`config.mk`:
```
export PLATFORM = sky130hd
export DESIGN_NAME = reg_bank_32x32_flat
export DESIGN_NICKNAME = d
export VERILOG_FILES = /design/src/rtl/reg_bank_if.sv /design/src/rtl/reg_bank_32x32.sv /design/src/flat_wrapper.sv
export SDC_FILE = /design/constraint.sdc
export NUM_CORES = 1
export LEC_CHECK = 0
export ABC_AREA = 0
export CELL_PAD_IN_SITES_DETAIL_PLACEMENT = 2
export CELL_PAD_IN_SITES_GLOBAL_PLACEMENT = 2
export CORE_AREA = 2 2 413 415
export DETAILED_ROUTE_END_ITERATION = 7
export DIE_AREA = 0 0 415 417
export PLACE_DENSITY = 0.62
export SKIP_CTS_REPAIR_TIMING = 1
export SLEW_MARGIN = 5
export SYNTH_ARGS = -nofsm -noshare
export SYNTH_HDL_FRONTEND = slang
export SYNTH_SLANG_ARGS = --single-unit
```
`constraint.sdc`:
```
create_clock -name clk -period 2 [get_ports clk]
set_clock_uncertainty 0.05 [all_clocks]
set_input_delay 0.4 -clock clk [delete_from_list [all_inputs] [get_ports clk]]
set_output_delay 0.4 -clock clk [all_outputs]
set_load 0.02 [all_outputs]
```
`src/rtl/reg_bank_if.sv`:
```
// Write/clear request bus and flat read view between the register bank and its user.
interface reg_bank_if #(
  parameter int unsigned WIDTH = 32,
  parameter int unsigned DEPTH = 32,
  parameter int unsigned AW    = 5
);
  logic                     wr_en;
  logic [AW-1:0]            wr_addr;
  logic [WIDTH-1:0]         wr_data;
  logic [WIDTH/8-1:0]       wr_be;
  logic                     wr_ack;
  logic                     wr_err;
  logic                     init_req;
  logic                     busy;
  logic                     init_done;
  logic [DEPTH*WIDTH-1:0]   rd_bus;

  modport master (
    output wr_en, wr_addr, wr_data, wr_be, init_req,
    input  wr_ack, wr_err, busy, init_done, rd_bus
  );

  modport slave (
    input  wr_en, wr_addr, wr_data, wr_be, init_req,
    output wr_ack, wr_err, busy, init_done, rd_bus
  );
endinterface

```
`src/rtl/reg_bank_32x32.sv`:
```
// 32x32 register bank feeding the read mux: byte-masked writes with ack/err,
// sequenced one-word-per-cycle bulk clear, all words exposed on a flat bus.
module reg_bank_32x32 #(
  parameter int unsigned WIDTH    = 32,
  parameter int unsigned DEPTH    = 32,
  parameter int unsigned AW       = 5,
  parameter int unsigned ZERO_REG = 1
) (
  input  logic        clk,
  input  logic        rst_n,
  reg_bank_if.slave   bus
);

  localparam int unsigned NB = WIDTH / 8;
  localparam bit          ZR = (ZERO_REG != 0);

  typedef enum logic [1:0] {
    IDLE  = 2'd0,
    CLEAR = 2'd1,
    DONE  = 2'd2
  } state_t;

  state_t          state_q, state_d;
  logic [AW-1:0]   cnt_q, cnt_d;
  logic            accept;
  logic            clr_en;
  logic            busy_d;
  logic            done_d;
  logic            wr_blocked;
  logic [WIDTH-1:0] mem [DEPTH];

  assign wr_blocked = ZR && (bus.wr_addr == '0);

  // Next-state, sweep counter and write-acceptance decode
  always_comb begin
    state_d = state_q;
    cnt_d   = cnt_q;
    accept  = 1'b0;
    clr_en  = 1'b0;
    unique case (state_q)
      IDLE: begin
        if (bus.init_req) begin
          state_d = CLEAR;
          cnt_d   = '0;
        end else begin
          accept = bus.wr_en;
        end
      end
      CLEAR: begin
        clr_en = 1'b1;
        cnt_d  = cnt_q + AW'(1);
        if (cnt_q == AW'(DEPTH - 1)) state_d = DONE;
      end
      DONE:    state_d = IDLE;
      default: state_d = IDLE;
    endcase
    busy_d = (state_d == CLEAR);
    done_d = (state_d == DONE);
  end

  // State and registered status outputs
  always_ff @(posedge clk or negedge rst_n) begin
    if (!rst_n) begin
      state_q       <= IDLE;
      cnt_q         <= '0;
      bus.busy      <= 1'b0;
      bus.init_done <= 1'b0;
      bus.wr_ack    <= 1'b0;
      bus.wr_err    <= 1'b0;
    end else begin
      state_q       <= state_d;
      cnt_q         <= cnt_d;
      bus.busy      <= busy_d;
      bus.init_done <= done_d;
      bus.wr_ack    <= accept;
      bus.wr_err    <= bus.wr_en && !accept;
    end
  end

  // Storage: the sweep owns the bank while clearing, otherwise byte-masked writes
  always_ff @(posedge clk or negedge rst_n) begin
    if (!rst_n) begin
      for (int k = 0; k < DEPTH; k++) mem[k] <= '0;
    end else if (clr_en) begin
      mem[cnt_q] <= '0;
    end else if (accept && !wr_blocked) begin
      for (int b = 0; b < NB; b++) begin
        if (bus.wr_be[b]) mem[bus.wr_addr][8*b +: 8] <= bus.wr_data[8*b +: 8];
      end
    end
  end

  for (genvar k = 0; k < DEPTH; k++) begin : g_rd
    assign bus.rd_bus[k*WIDTH +: WIDTH] = mem[k];
  end

endmodule
```
`src/flat_wrapper.sv`:
```
// flat-port wrapper written by rule: the top's interface ports become plain ports
module reg_bank_32x32_flat 
#(
  parameter int unsigned WIDTH    = 32,
  parameter int unsigned DEPTH    = 32,
  parameter int unsigned AW       = 5,
  parameter int unsigned ZERO_REG = 1
)
  (clk, rst_n, bus_wr_en, bus_wr_addr, bus_wr_data, bus_wr_be, bus_init_req, bus_wr_ack, bus_wr_err, bus_busy, bus_init_done, bus_rd_bus);
  reg_bank_if #(.WIDTH(WIDTH), .DEPTH(DEPTH), .AW(AW)) bus_i ();
  input  logic clk;
  input  logic rst_n;
  input wire logic [$bits(bus_i.wr_en)-1:0] bus_wr_en;
  input wire logic [$bits(bus_i.wr_addr)-1:0] bus_wr_addr;
  input wire logic [$bits(bus_i.wr_data)-1:0] bus_wr_data;
  input wire logic [$bits(bus_i.wr_be)-1:0] bus_wr_be;
  input wire logic [$bits(bus_i.init_req)-1:0] bus_init_req;
  output wire logic [$bits(bus_i.wr_ack)-1:0] bus_wr_ack;
  output wire logic [$bits(bus_i.wr_err)-1:0] bus_wr_err;
  output wire logic [$bits(bus_i.busy)-1:0] bus_busy;
  output wire logic [$bits(bus_i.init_done)-1:0] bus_init_done;
  output wire logic [$bits(bus_i.rd_bus)-1:0] bus_rd_bus;
  assign bus_i.wr_en = bus_wr_en;
  assign bus_i.wr_addr = bus_wr_addr;
  assign bus_i.wr_data = bus_wr_data;
  assign bus_i.wr_be = bus_wr_be;
  assign bus_i.init_req = bus_init_req;
  assign bus_wr_ack = bus_i.wr_ack;
  assign bus_wr_err = bus_i.wr_err;
  assign bus_busy = bus_i.busy;
  assign bus_init_done = bus_i.init_done;
  assign bus_rd_bus = bus_i.rd_bus;
  reg_bank_32x32 #(.WIDTH(WIDTH), .DEPTH(DEPTH), .AW(AW), .ZERO_REG(ZERO_REG)) u_core (.clk(clk), .rst_n(rst_n), .bus(bus_i));
endmodule
```
# Yosys cells after proc, flatten, opt, wreduce, memory -nomap -nowiden
# Index checks and enable logic that the tools add are counted.
[word_totals]
reg_bits = 1035
inputBits = 45
output_inout_bits = 1028
word_cells = 97
[op_classes]
add_sub_neg = 1
order_cmp = 4
n_eq_ne = 5
mux = 34
bitwise = 4
n_reduce_logical = 11
[ops]
columns = ["cell", "count"]
rows = [
  ["$mux 1024", 12],
  ["$bwmux 1024", 4],
  ["$and 1024x1024->1024", 1],
  ["$not 1024->1024", 1],
  ["$demux 32 s5", 5],
  ["$mux 32", 2],
  ["$mux 24", 1],
  ["$mux 16", 1],
  ["$ge 6x6->1 const B", 2],
  ["$lt 6x1->1 const B", 2],
  ["$not 5->6", 2],
  ["$pmux 5 s2", 1],
  ["$mux 8", 1],
  ["$add 5x1->5 const B", 1],
  ["$eq 5x5->1 const B", 1],
  ["$logic_not 5->1", 1],
  ["$mux 5", 1],
  ["$eq 2x1->1 const B", 2],
  ["$logic_and 1x1->1", 4],
  ["$mux 2", 2],
  ["$pmux 2 s2", 1],
  ["$reduce_bool 2->1", 2],
  ["$mux 1", 3],
  ["$eq 2x2->1 const B", 1],
  ["other kinds (4)", 5],
]

# Longest topological paths before layout
# Gate-level depths: netlist of the first run.
[depth]
ltp_word = 21
ltp_mapped = 9
mapped_depth_nobuf = 6

# Worst setup path after synthesis of the first run
# No wires, ideal clock.
[synth_path]
path_type = "register -> register"
from = "register u_core.state_q[1]"
to = "register u_core.mem, in the netlist u_core.bus.rd_bus[783]"
setup_time_ps = 125
t_arrival_ps = 1975
path_slack_ps = -150
stages_incl_launch_ff = 9
path_buffers = 4
cell_sequence = "dfrtp_1 -> or4b_1 -> buf_2 -> buf_6 -> or3_1 -> buf_2 -> buf_6 -> nand3_1 -> o21ai_1"
[synth_between]
elab_chain_cells = 4
[synth_rtl]
columns = ["element", "line_no", "rtl"]
rows = [
  ["start: declaration", "reg_bank_32x32.sv:23", "state_t state_q, state_d;"],
  ["start signal: assignment", "reg_bank_32x32.sv:71", "state_q <= state_d;"],
  ["$logic_not 2->1", "reg_bank_32x32.sv:40", "unique case (state_q)"],
  ["$mux 1", "reg_bank_32x32.sv:40", ""],
  ["$logic_and 1x1->1", "reg_bank_32x32.sv:86", "end else if (accept && !wr_blocked) begin"],
  ["$reduce_bool 2->1 (no line)", "n/a", ""],
  ["end signal: indexed assignment", "reg_bank_32x32.sv:88", "if (bus.wr_be[b]) mem[bus.wr_addr][8*b +: 8] <= bus.wr_data[8*b +: 8];"],
  ["end: declaration", "reg_bank_32x32.sv:30", "logic [WIDTH-1:0] mem [DEPTH];"],
]
# Parallel ways exist; a longest one is shown, timed or not.
# A chain may end at the register's enable or synchronous reset.

# Worst setup path in the final report of the first run
[layout_path]
from = "register u_core.state_q[1]"
to = "register u_core.mem, in the netlist u_core.bus.rd_bus[225]"
# The elaborated chain is that of the path after synthesis.

==> reports/results.ini, run 1 <==
[pwr]
p_comb_frac=0.167
swShare=0.2958
internal-power_uw=38070
p_clk_frac=0.434
vdd_drop_max_v=0.0007419
p_seq_frac=0.399
leakagePower_uw=0.04434
power_density_nw_per_um2=799.5
p_sw_uw=16000

[worst_setup_path]
reg2reg_depth=8
cp-endpoint=u_core.bus.rd_bus[225]
critPathLaunch=u_core.state_q[1]
crit_arrival_ns=2.96
timing.rr.start=u_core.state_q[1]
ff2ff_setup_slack_ns=-0.36
path_max_fanout=8
worst_setup_path_start_kind=flip-flop
critPathKind=reg -> reg
crit_required_ns=2.60
endpoint_kind=flip-flop
reg2reg_to=u_core.bus.rd_bus[225]

[floorplanning]
coreArea_um2=168500
die_w_um=415
rows=151
start_util=0.2273
die_h_um=417
io_pins=1073
die_area_um2=173100

[place]
place_area_um2=57840
gp_routability_congestion=0.8382
port_buffers=1072
dpl_worst_slack_ns=-1.185
hpwl_um=172100

[sta]
maxSlewViolCount=0
setup_ws_ns=-0.3619
fin_hold_ws_ns=0.1537
slew-limit-headroom=0.2813
tightest_slew_ns=1.074
max_freq_mhz=423.4
setup_viol=1127
rsz0062_at_grt=yes
post-route-period-util=1.181
fin_crit_ns=2.362
hold_viol=0

[global_route]
grt_pass1_vias=36710
grt_start_max_net_pins=83
grt_pass1_wl_um=311800
grt_remaining_overflow=0
antenna_found_initial=25
track_usage=0.2537

[layout]
nets=4493
post-route-util=0.4013
drive_gt1_frac=0.2774
final_cell_area_um2=67630
synthToLayoutAreaGrowth_pct=76.57

[synth]
synth.cell_area_um2=38300
yosys_register_bits=1035
synth_edf_count=0
synth.most_common_cell=dfrtp_1
async_flop_share=1.000
yosysTopAreaCellShare=0.6762
yosys_warnings=0
synth_top_area_cell=dfrtp_1
synth-seq-area-share=0.6762
avgSynthCellArea_um2=13.73
yosys-top-cells-count=1035 x dfrtp_1, 642 x a22o_1, 268 x o2bb2ai_1, 146 x nor2_1, 95 x a21oi_1
synth-main-ff-cell=dfrtp_1
synth.area.top_cells=dfrtp_1 68%, a22o_1 15%, o2bb2ai_1 6.1%
syn_nets=2839
syn_inst=2789
yosysUniqueCellTypes=48

[route]
postRouteAntennaNets=0
via_per_inst=5.067
wirelength_um=234700
firstDrtPassIters=5
avgRoutedWirePerCell_um=34.63
drt_iter0_drc=2210
vias=34340
drc=0

[clock_tree]
clock_latency_ns=0.76
max-clock-path-buffers=3
path_clk_slew_ns=0.07
htreeDepth=3
cts_made_buffers=119
cts-root-buf=clkbuf_16
cts.sinks=1035
cts_tree=built

[min_path]
min_path_type=in -> async

[status]
status=finished, violations left
violations=setup timing

[job]
cap_violations=0

[metal layers]
metal | track usage | up-vias | part of all wire
li1 | - | 14080 | -
met1 | 0.3110 | 18560 | 0.40
met2 | 0.4272 | 1260 | 0.49
met3 | 0.04760 | 432 | 0.050
met4 | 0.1265 | 10 | 0.056
met5 | 0 | - | 0.00028
[critical path, cell delays in order, from the launching register on]
cell and delay, ns:
dfrtp_1 0.43, or4b_4 0.61, buf_16 0.21, nor2_4 0.23, buf_12 0.15, buf_12 0.13
buf_6 0.10, a21oi_4 0.12, o2bb2ai_1 0.19
[power groups by stage]
stage | combinational, uW | clock [uW] | sequential [uW]
floorplan | 2360 | 0 | 22200
global placement | 8430 | 0 | 21900
detailed placement | 8560 | 0 | 22000
CTS | 8600 | 23900 | 21600
global route | 9490 | 24700 | 21600
finish | 9020 | 23500 | 21600
[per-stage QoR]
| step | setup TNS, ns | cells | power (uW) |
|---|---|---|---|
| 2_1_floorplan | -23.66 | 2789 | 24610 |
| 3_3_place_gp | -805.86 | 6489 | 30380 |
| 3_5_place_dp | -827.37 | 6489 | 30520 |
| 4_1_cts | -539.11 | 6709 | 54060 |
| 5_1_grt | -269.27 | 6776 | 55790 |
| 6_report | -219.54 | 6777 | 54070 |
[area by class of cell]
| type | instances | area [um^2] |
|---|---|---|
| Fill cell | 16500 | 100900 |
| Sequential cell | 1035 | 25910 |
| Timing Repair Buffer | 1685 | 20030 |
| Multi-Input combinational cell | 1595 | 14660 |
| Clock buffer | 168 | 3442 |
| Tap cell | 2218 | 2775 |
| Clock inverter | 52 | 745.7 |
| Antenna cell | 17 | 42.54 |
| Inverter | 7 | 28.78 |
[worst min path at each step]
| stage | start | end | slack [ns] | cells after the start |
|---|---|---|---|---|
| floorplan | rst_n | u_core.bus.busy | 0.05 | 0 |
| global placement | rst_n | u_core.bus.rd_bus[270] | 0.37 | 1 |
| detailed placement | rst_n | u_core.bus.rd_bus[270] | 0.37 | 1 |
| CTS | rst_n | u_core.bus.rd_bus[905] | -0.50 | 1 |
| global route | rst_n | u_core.bus.rd_bus[905] | 0.13 | 2 |
| finish | rst_n | u_core.bus.rd_bus[905] | 0.15 | 2 |
[layout by cell type (no fill, tap or decap), types with 15 or more instances in the layout]
cell type	synthesis	routed
clkbuf_1	67	21
nor2_1	146	111
buf_8	0	24
dlymetal6s2s_1	0	854
o21ai_1	17	16
clkbuf_16	0	141
a22o_1	642	642
o2bb2ai_1	268	131
o21ai_0	39	27
diode_2	0	17
dfrtp_1	1035	1030
a21oi_4	0	70
buf_6	5	36
buf_4	18	373
nor3_1	44	23
a21o_1	32	32
o2bb2ai_2	0	110
clkinv_2	0	22
clkdlybuf4s50_1	0	171
o2bb2ai_4	0	27
buf_12	0	164
and2_1	40	37
nand3_1	83	68
nand2_1	66	46
a21oi_1	95	15
clkbuf_8	0	28
nor2_4	8	34
nor2_2	14	23
clkbuf_2	0	36
[logic make-up (layout without fill, tap and decap cells)]
group,count (synthesis),count (layout),synth area share
AOI/OAI and AO/OA,1120,1120,0.2399
muxes,1,1,0.0002940
and+or+nand+nor,469,469,0.06190
other,0,17,0
buffers and inverters,159,1912,0.02009
DFF,1035,1035,0.6762
adders and majority gates,5,5,0.001633
[sequential cells by signal (all words and copies together), names as in the netlist]
register,cells
u_core.bus.wr_err,1
u_core.bus.busy,1
u_core.bus.wr_ack,1
u_core.cnt_q,5
u_core.state_q,2
u_core.bus.init_done,1
u_core.bus.rd_bus,1024
Note: power is estimated with default switching activity, not from simulation.
==> run 2: changes to the inputs <==
CORE_AREA = 2 2 417 419   (was 2 2 413 415)
DIE_AREA = 0 0 419 421   (was 0 0 415 417)
PLACE_DENSITY = 0.58   (was 0.62)
TNS_END_PERCENT = 100   (was unset)
clock period = 2.7 ns   (was 2 ns; I/O delays follow)
==> run 2 against run 1 <==
The run now ends clean; hold slack gained 0.21 ns; total power shrank 28%; largest cell class unchanged; sequential power shrank 25%; final area shrank 10%; setup slack gained 0.46 ns; largest power group unchanged; via count shrank 3.4%; clock power shrank 28%; sequential cell count is the same; routed wire length shrank 2.4%; critical path depth shrank 7.
==> reports/results.ini, run 2 (synthesis gave the netlist of run 1 again) <==
[route]
wirelength_um=229100  ; -2.4%
drt_iter0_drc=2396  ; +8.4%
via_per_inst=4.932  ; -2.7%
postRouteAntennaNets=0  ; unchanged
drc=0  ; unchanged
firstDrtPassIters=5  ; unchanged
avgRoutedWirePerCell_um=34.05  ; -1.7%
vias=33180  ; -3.4%

[global_route]
grt_pass1_vias=35570  ; -3.1%
grt_pass1_wl_um=315400  ; +1.2%
use_met1=0.3215  ; +0.01042
grt_remaining_overflow=0  ; unchanged
grt_start_max_net_pins=134  ; +61%
grtUsageMet2=0.4251  ; -0.002090
met3_usage=0.04644  ; -0.001160
antenna_found_initial=21  ; -16%
track_usage=0.2559  ; +0.002111
grt-busiest-layer=met2

[sta]
fin_crit_ns=2.600
maxSlewViolCount=0  ; unchanged
setup_ws_ns=0.1002  ; +0.4621 ns
max_freq_mhz=384.6
rsz0062_at_grt=no
hold_viol=0  ; unchanged
slew-limit-headroom=0.2977  ; +0.01632
tightest_slew_ns=1.050  ; -0.02439 ns
post-route-period-util=0.9629
setup_viol=0  ; -100%

[floorplanning]
start_util=0.2221  ; -0.005212
rows=153  ; +1.3%
die_area_um2=176400  ; +1.9%
die_h_um=421  ; +0.96%
die_w_um=419  ; +0.96%
io_pins=1073  ; unchanged
coreArea_um2=172500  ; +2.3%

[clock_tree]
cts_made_buffers=118  ; -0.84%
htreeDepth=3  ; unchanged
cts.sinks=1035  ; unchanged
clock_latency_ns=0.77  ; about the same
max-clock-path-buffers=3  ; unchanged
cts-root-buf=clkbuf_16
cts_tree=built
path_clk_slew_ns=0.06  ; about the same

[pwr]
power_density_nw_per_um2=641.5  ; -20%
p_seq_frac=0.413  ; +0.014
internal-power_uw=27610  ; -27%
total_power_uw=38900  ; -28%
p_sw_uw=11290  ; -29%
p_comb_frac=0.150  ; -0.017
leakagePower_uw=0.02658  ; -40%
vdd_drop_max_v=0.0004916  ; -34%
swShare=0.2901  ; -0.005690
p_clk_frac=0.438  ; +0.004

[worst_setup_path]
worst_setup_path_start_kind=flip-flop
crit_buf_inv=1  ; -3
endpoint_kind=primary output
critPathMaxStageDelay_ns=0.82  ; +0.21 ns
reg2reg_depth=6  ; -2
timing.rr.start=u_core.state_q[1]
crit_required_ns=2.11  ; -0.49 ns
ff2ff_setup_slack_ns=0.13  ; +0.49 ns
reg2reg_to=u_core.bus.rd_bus[218]
cpLargestDelayFamily=buffers and inverters
path_cells=clkdlybuf4s50_1
crit_arrival_ns=2.01  ; -0.95 ns
critPathLaunch=u_core.bus.init_done
crit_path_top_delay_cell=clkdlybuf4s50_1
critPathKind=reg -> out
path_max_fanout=1  ; -7

[place]
dpl_worst_slack_ns=-0.4906  ; +0.6948 ns
hpwl_um=175800  ; +2.1%
gp_routability_congestion=0.8284  ; -1.2%
port_buffers=1072  ; unchanged
dp_cells=6487  ; -0.031%

[min_path]
hp-start=bus_wr_be[1]
min_path_type=in -> reg
whs_path_depth=4
whs_endpoint=u_core.bus.rd_bus[140]

[layout]
drive_gt1_frac=0.1671  ; -0.1103
filler_cell_count=17800  ; +7.9%
nets=4333  ; -3.6%
synthToLayoutAreaGrowth_pct=58.30
largest_reg_flops=1024  ; unchanged
layout_commonest_cell=clkdlybuf4s50_1
final_cell_mix=1070 x clkdlybuf4s50_1, 1034 x dfrtp_1, 642 x a22o_1
post-route-util=0.3516  ; -0.04976
instances_no_fill=6728  ; -0.72%

[job]
cap_violations=0  ; unchanged

[status]
status=finished clean

-- run 2: cell count changes in the layout (fill, tap and decap cells not counted), sizes merged --
cell | previous run | this run
buf | 601 | 455
bufinv | 11 | 9
clkbuf | 226 | 167
clkdlybuf4s50 | 171 | 1070
clkinv | 30 | 31
clkinvlp | 4 | 7
dlymetal6s2s | 854 | 0
inv | 14 | 16
-- run 2: how the worst max path moves through the flow --
stage                                  end  slack, ns  cells past startpoint
floorplan           u_core.bus.rd_bus[159]       0.42                      6
global placement    u_core.bus.rd_bus[804]      -0.50                      8
detailed placement  u_core.bus.rd_bus[315]      -0.49                      6
CTS                 u_core.bus.rd_bus[577]      -0.09                      5
global route               bus_rd_bus[927]       0.02                      1
finish                       bus_init_done       0.10                      1
-- run 2: routing by layer --
layer  share of wire  wire length, um
met1            0.41            94190
met2            0.49           111500
met3           0.051            11780
met4           0.050            11540
met5        0.000048               11
-- run 2: power groups by stage --
stage	sequential, uW	clock, uW	combinational, uW
3_5_place_dp	16300	0	5880
5_1_grt	16100	18000	6130
6_report	16100	17000	5820
2_1_floorplan	16500	0	1630
4_1_cts	16000	17400	5900
3_3_place_gp	16300	0	5820
-- run 2: stage by stage --
stage | setup TNS (ns) | hold slack (ns) | area (um^2)
finish | 0 | 0.3642 | 60640
global route | 0 | 0.3261 | 60630
CTS | -1.284 | -0.08712 | 60570
detailed placement | -273.52 | 0.4172 | 56490
global placement | -267.77 | 0.4085 | 56490
floorplan | 0 | 0.1944 | 38300
-- run 2: area by class of cell --
cell class                      count  area (um^2)  share of cell area
Inverter                            7        26.28           0.0004333
Sequential cell                  1035        25900              0.4272
Clock buffer                      167         3457             0.05701
Timing Repair Buffer             1526        15920              0.2625
Antenna cell                       17        42.54           0.0007016
Multi-Input combinational cell   1595        11760              0.1940
Tap cell                         2325         2909             0.04797
Clock inverter                     56        620.6             0.01023
==> run 3: changes to the inputs <==
PLACE_DENSITY = 0.61   (was 0.58)
==> run 3 against run 2 <==
Total power rose by 1.1%; final area is 0.81% higher; register-to-register slack about the same; sequential cell count did not move; sequential share of layout area decreased by 0.35 points; count of clock-buffer cells in the layout is 3 higher; die area stayed put; routed wire length grew 0.38%; hold slack worse by 0.097 ns; critical path depth unchanged.
==> reports/results.ini, run 3 (synthesis gave the netlist of run 1 again) <==
[clock_tree]
clock_latency_ns=0.75  ; -0.02 ns
max-clock-path-buffers=3  ; unchanged
cts_made_buffers=118  ; unchanged
htreeDepth=3  ; unchanged
cts.sinks=1035  ; unchanged
path_clk_slew_ns=0.06  ; about the same
cts_tree=built
cts-root-buf=clkbuf_16

[place]
place_area_um2=56960  ; +0.82%
hpwl_um=177100  ; +0.78%
gp_routability_congestion=0.8501  ; +2.6%
port_buffers=1072  ; unchanged
dp_cells=6551  ; +0.99%

[floorplanning]
coreArea_um2=172500  ; unchanged
rows=153  ; unchanged
die_h_um=421  ; unchanged
die_w_um=419  ; unchanged
io_pins=1073  ; unchanged
start_util=0.2221  ; unchanged
die_area_um2=176400  ; unchanged

[worst_setup_path]
critPathKind=reg -> out
path_cells=clkdlybuf4s50_1
worst_setup_path_start_kind=flip-flop
endpoint_kind=primary output
crit_required_ns=2.11  ; about the same
crit_path_top_delay_cell=clkdlybuf4s50_1
cpLargestDelayFamily=buffers and inverters
critPathMaxStageDelay_ns=0.88  ; +0.06 ns
crit_buf_inv=1  ; unchanged
crit_arrival_ns=2.02  ; about the same
path_max_fanout=2  ; +1

[job]
cap_violations=0  ; unchanged

[status]
status=finished clean

[layout]
instances_no_fill=6777  ; +0.73%
regArea_um2=25900  ; about the same
synthToLayoutAreaGrowth_pct=59.59
multi_input_area_um2=11760  ; about the same
nets=4397  ; +1.5%
largest_reg_flops=1024  ; unchanged
final_cell_area_um2=61130  ; +0.81%
drive_gt1_frac=0.1766  ; +0.009520
layout_commonest_cell=clkdlybuf4s50_1
filler_cell_count=17780  ; -0.13%
final_cell_mix=1070 x clkdlybuf4s50_1, 1035 x dfrtp_1, 642 x a22o_1

[sta]
fin_hold_ws_ns=0.2669  ; -0.09735 ns
max_freq_mhz=382.6  ; -0.53%
fin_crit_ns=2.614  ; +0.01379 ns
slew-limit-headroom=0.3449  ; +0.04728
tns_ns=0  ; unchanged
setup_viol=0  ; unchanged
tightest_slew_ns=0.9790  ; -0.07066 ns
rsz0062_at_grt=no
hold_viol=0  ; unchanged
maxSlewViolCount=0  ; unchanged
post-route-period-util=0.9680  ; +0.005108

[route]
drt_iter0_drc=2434  ; +1.6%
vias=33530  ; +1.0%
wirelength_um=229900  ; +0.38%
via_per_inst=4.947  ; +0.30%
avgRoutedWirePerCell_um=33.93  ; -0.34%
postRouteAntennaNets=0  ; unchanged
drc=0  ; unchanged
firstDrtPassIters=5  ; unchanged

[global_route]
grt_start_max_net_pins=79  ; -41%
antenna_found_initial=27  ; +29%
track_usage=0.2568  ; +0.0009815
grt_pass1_vias=36480  ; +2.6%
grt_pass1_wl_um=318200  ; +0.89%
grt_remaining_overflow=0  ; unchanged

[min_path]
min_path_type=in -> async

[pwr]
vdd_drop_max_v=0.0005107  ; +3.9%
power_density_nw_per_um2=643.4  ; +0.30%
leakagePower_uw=0.02691  ; +1.2%

-- run 3: cell types whose count changed in the layout (fill, tap and decap cells not counted), sizes merged --
cell / delta
clkinv: -8
clkinvlp: -4
bufinv: +5
buf: +64
diode: -9
inv: -2
clkbuf: +3
-- run 3: path summary, 6_finish.rpt --
path	slack, ns	from	cells after the start	to
hold reg to reg	0.43	u_core.bus.rd_bus[1005]	1	u_core.bus.rd_bus[1005]
min in group clk	0.38	bus_wr_be[1]	4	u_core.bus.rd_bus[236]
hold / removal	0.27	rst_n	2	u_core.bus.rd_bus[121]
setup reg to reg	0.12	u_core.state_q[1]	5	u_core.bus.rd_bus[992]
setup / recovery	0.09	u_core.bus.rd_bus[522]	1	bus_rd_bus[522]
max in group asynchronous	1.18	rst_n	4	u_core.bus.rd_bus[510]
-- run 3: power by group --
part           switching (uW)  internal [uW]  total (uW)
clock                    7110          10300       17400
sequential                280          15800       16100
combinational            3770           2120        5900
-- run 3: cell type report --
class                   count  share of cell area
diodes                      8           0.0003275
well taps                2325             0.04759
clock inverters            47             0.01060
clock buffers             170             0.05694
repair buffers           1590              0.2681
flip-flops and latches   1035              0.4237
inverters                   7           0.0004298
multi-input cells        1595              0.1924
-- run 3: through the flow --
stage	power, uW	utilization	setup slack (ns)
final	39330	0.3544	0.08641
after global routing	40650	0.3544	0.006830
after CTS	39840	0.3542	-0.02442
after detailed placement	22280	0.3302	-0.3441
after global placement	22190	0.3302	-0.3493
after floorplan	18110	-	0.4215
-- run 3: routing by layer --
layer / global-route usage / vias to the layer above / part of all wire
met5: 0 / - / 0.00065
met4: 0.1165 / 22 / 0.050
met3: 0.04460 / 360 / 0.050
met2: 0.4275 / 1130 / 0.49
met1: 0.3240 / 18170 / 0.41
li1: - / 13850 / -
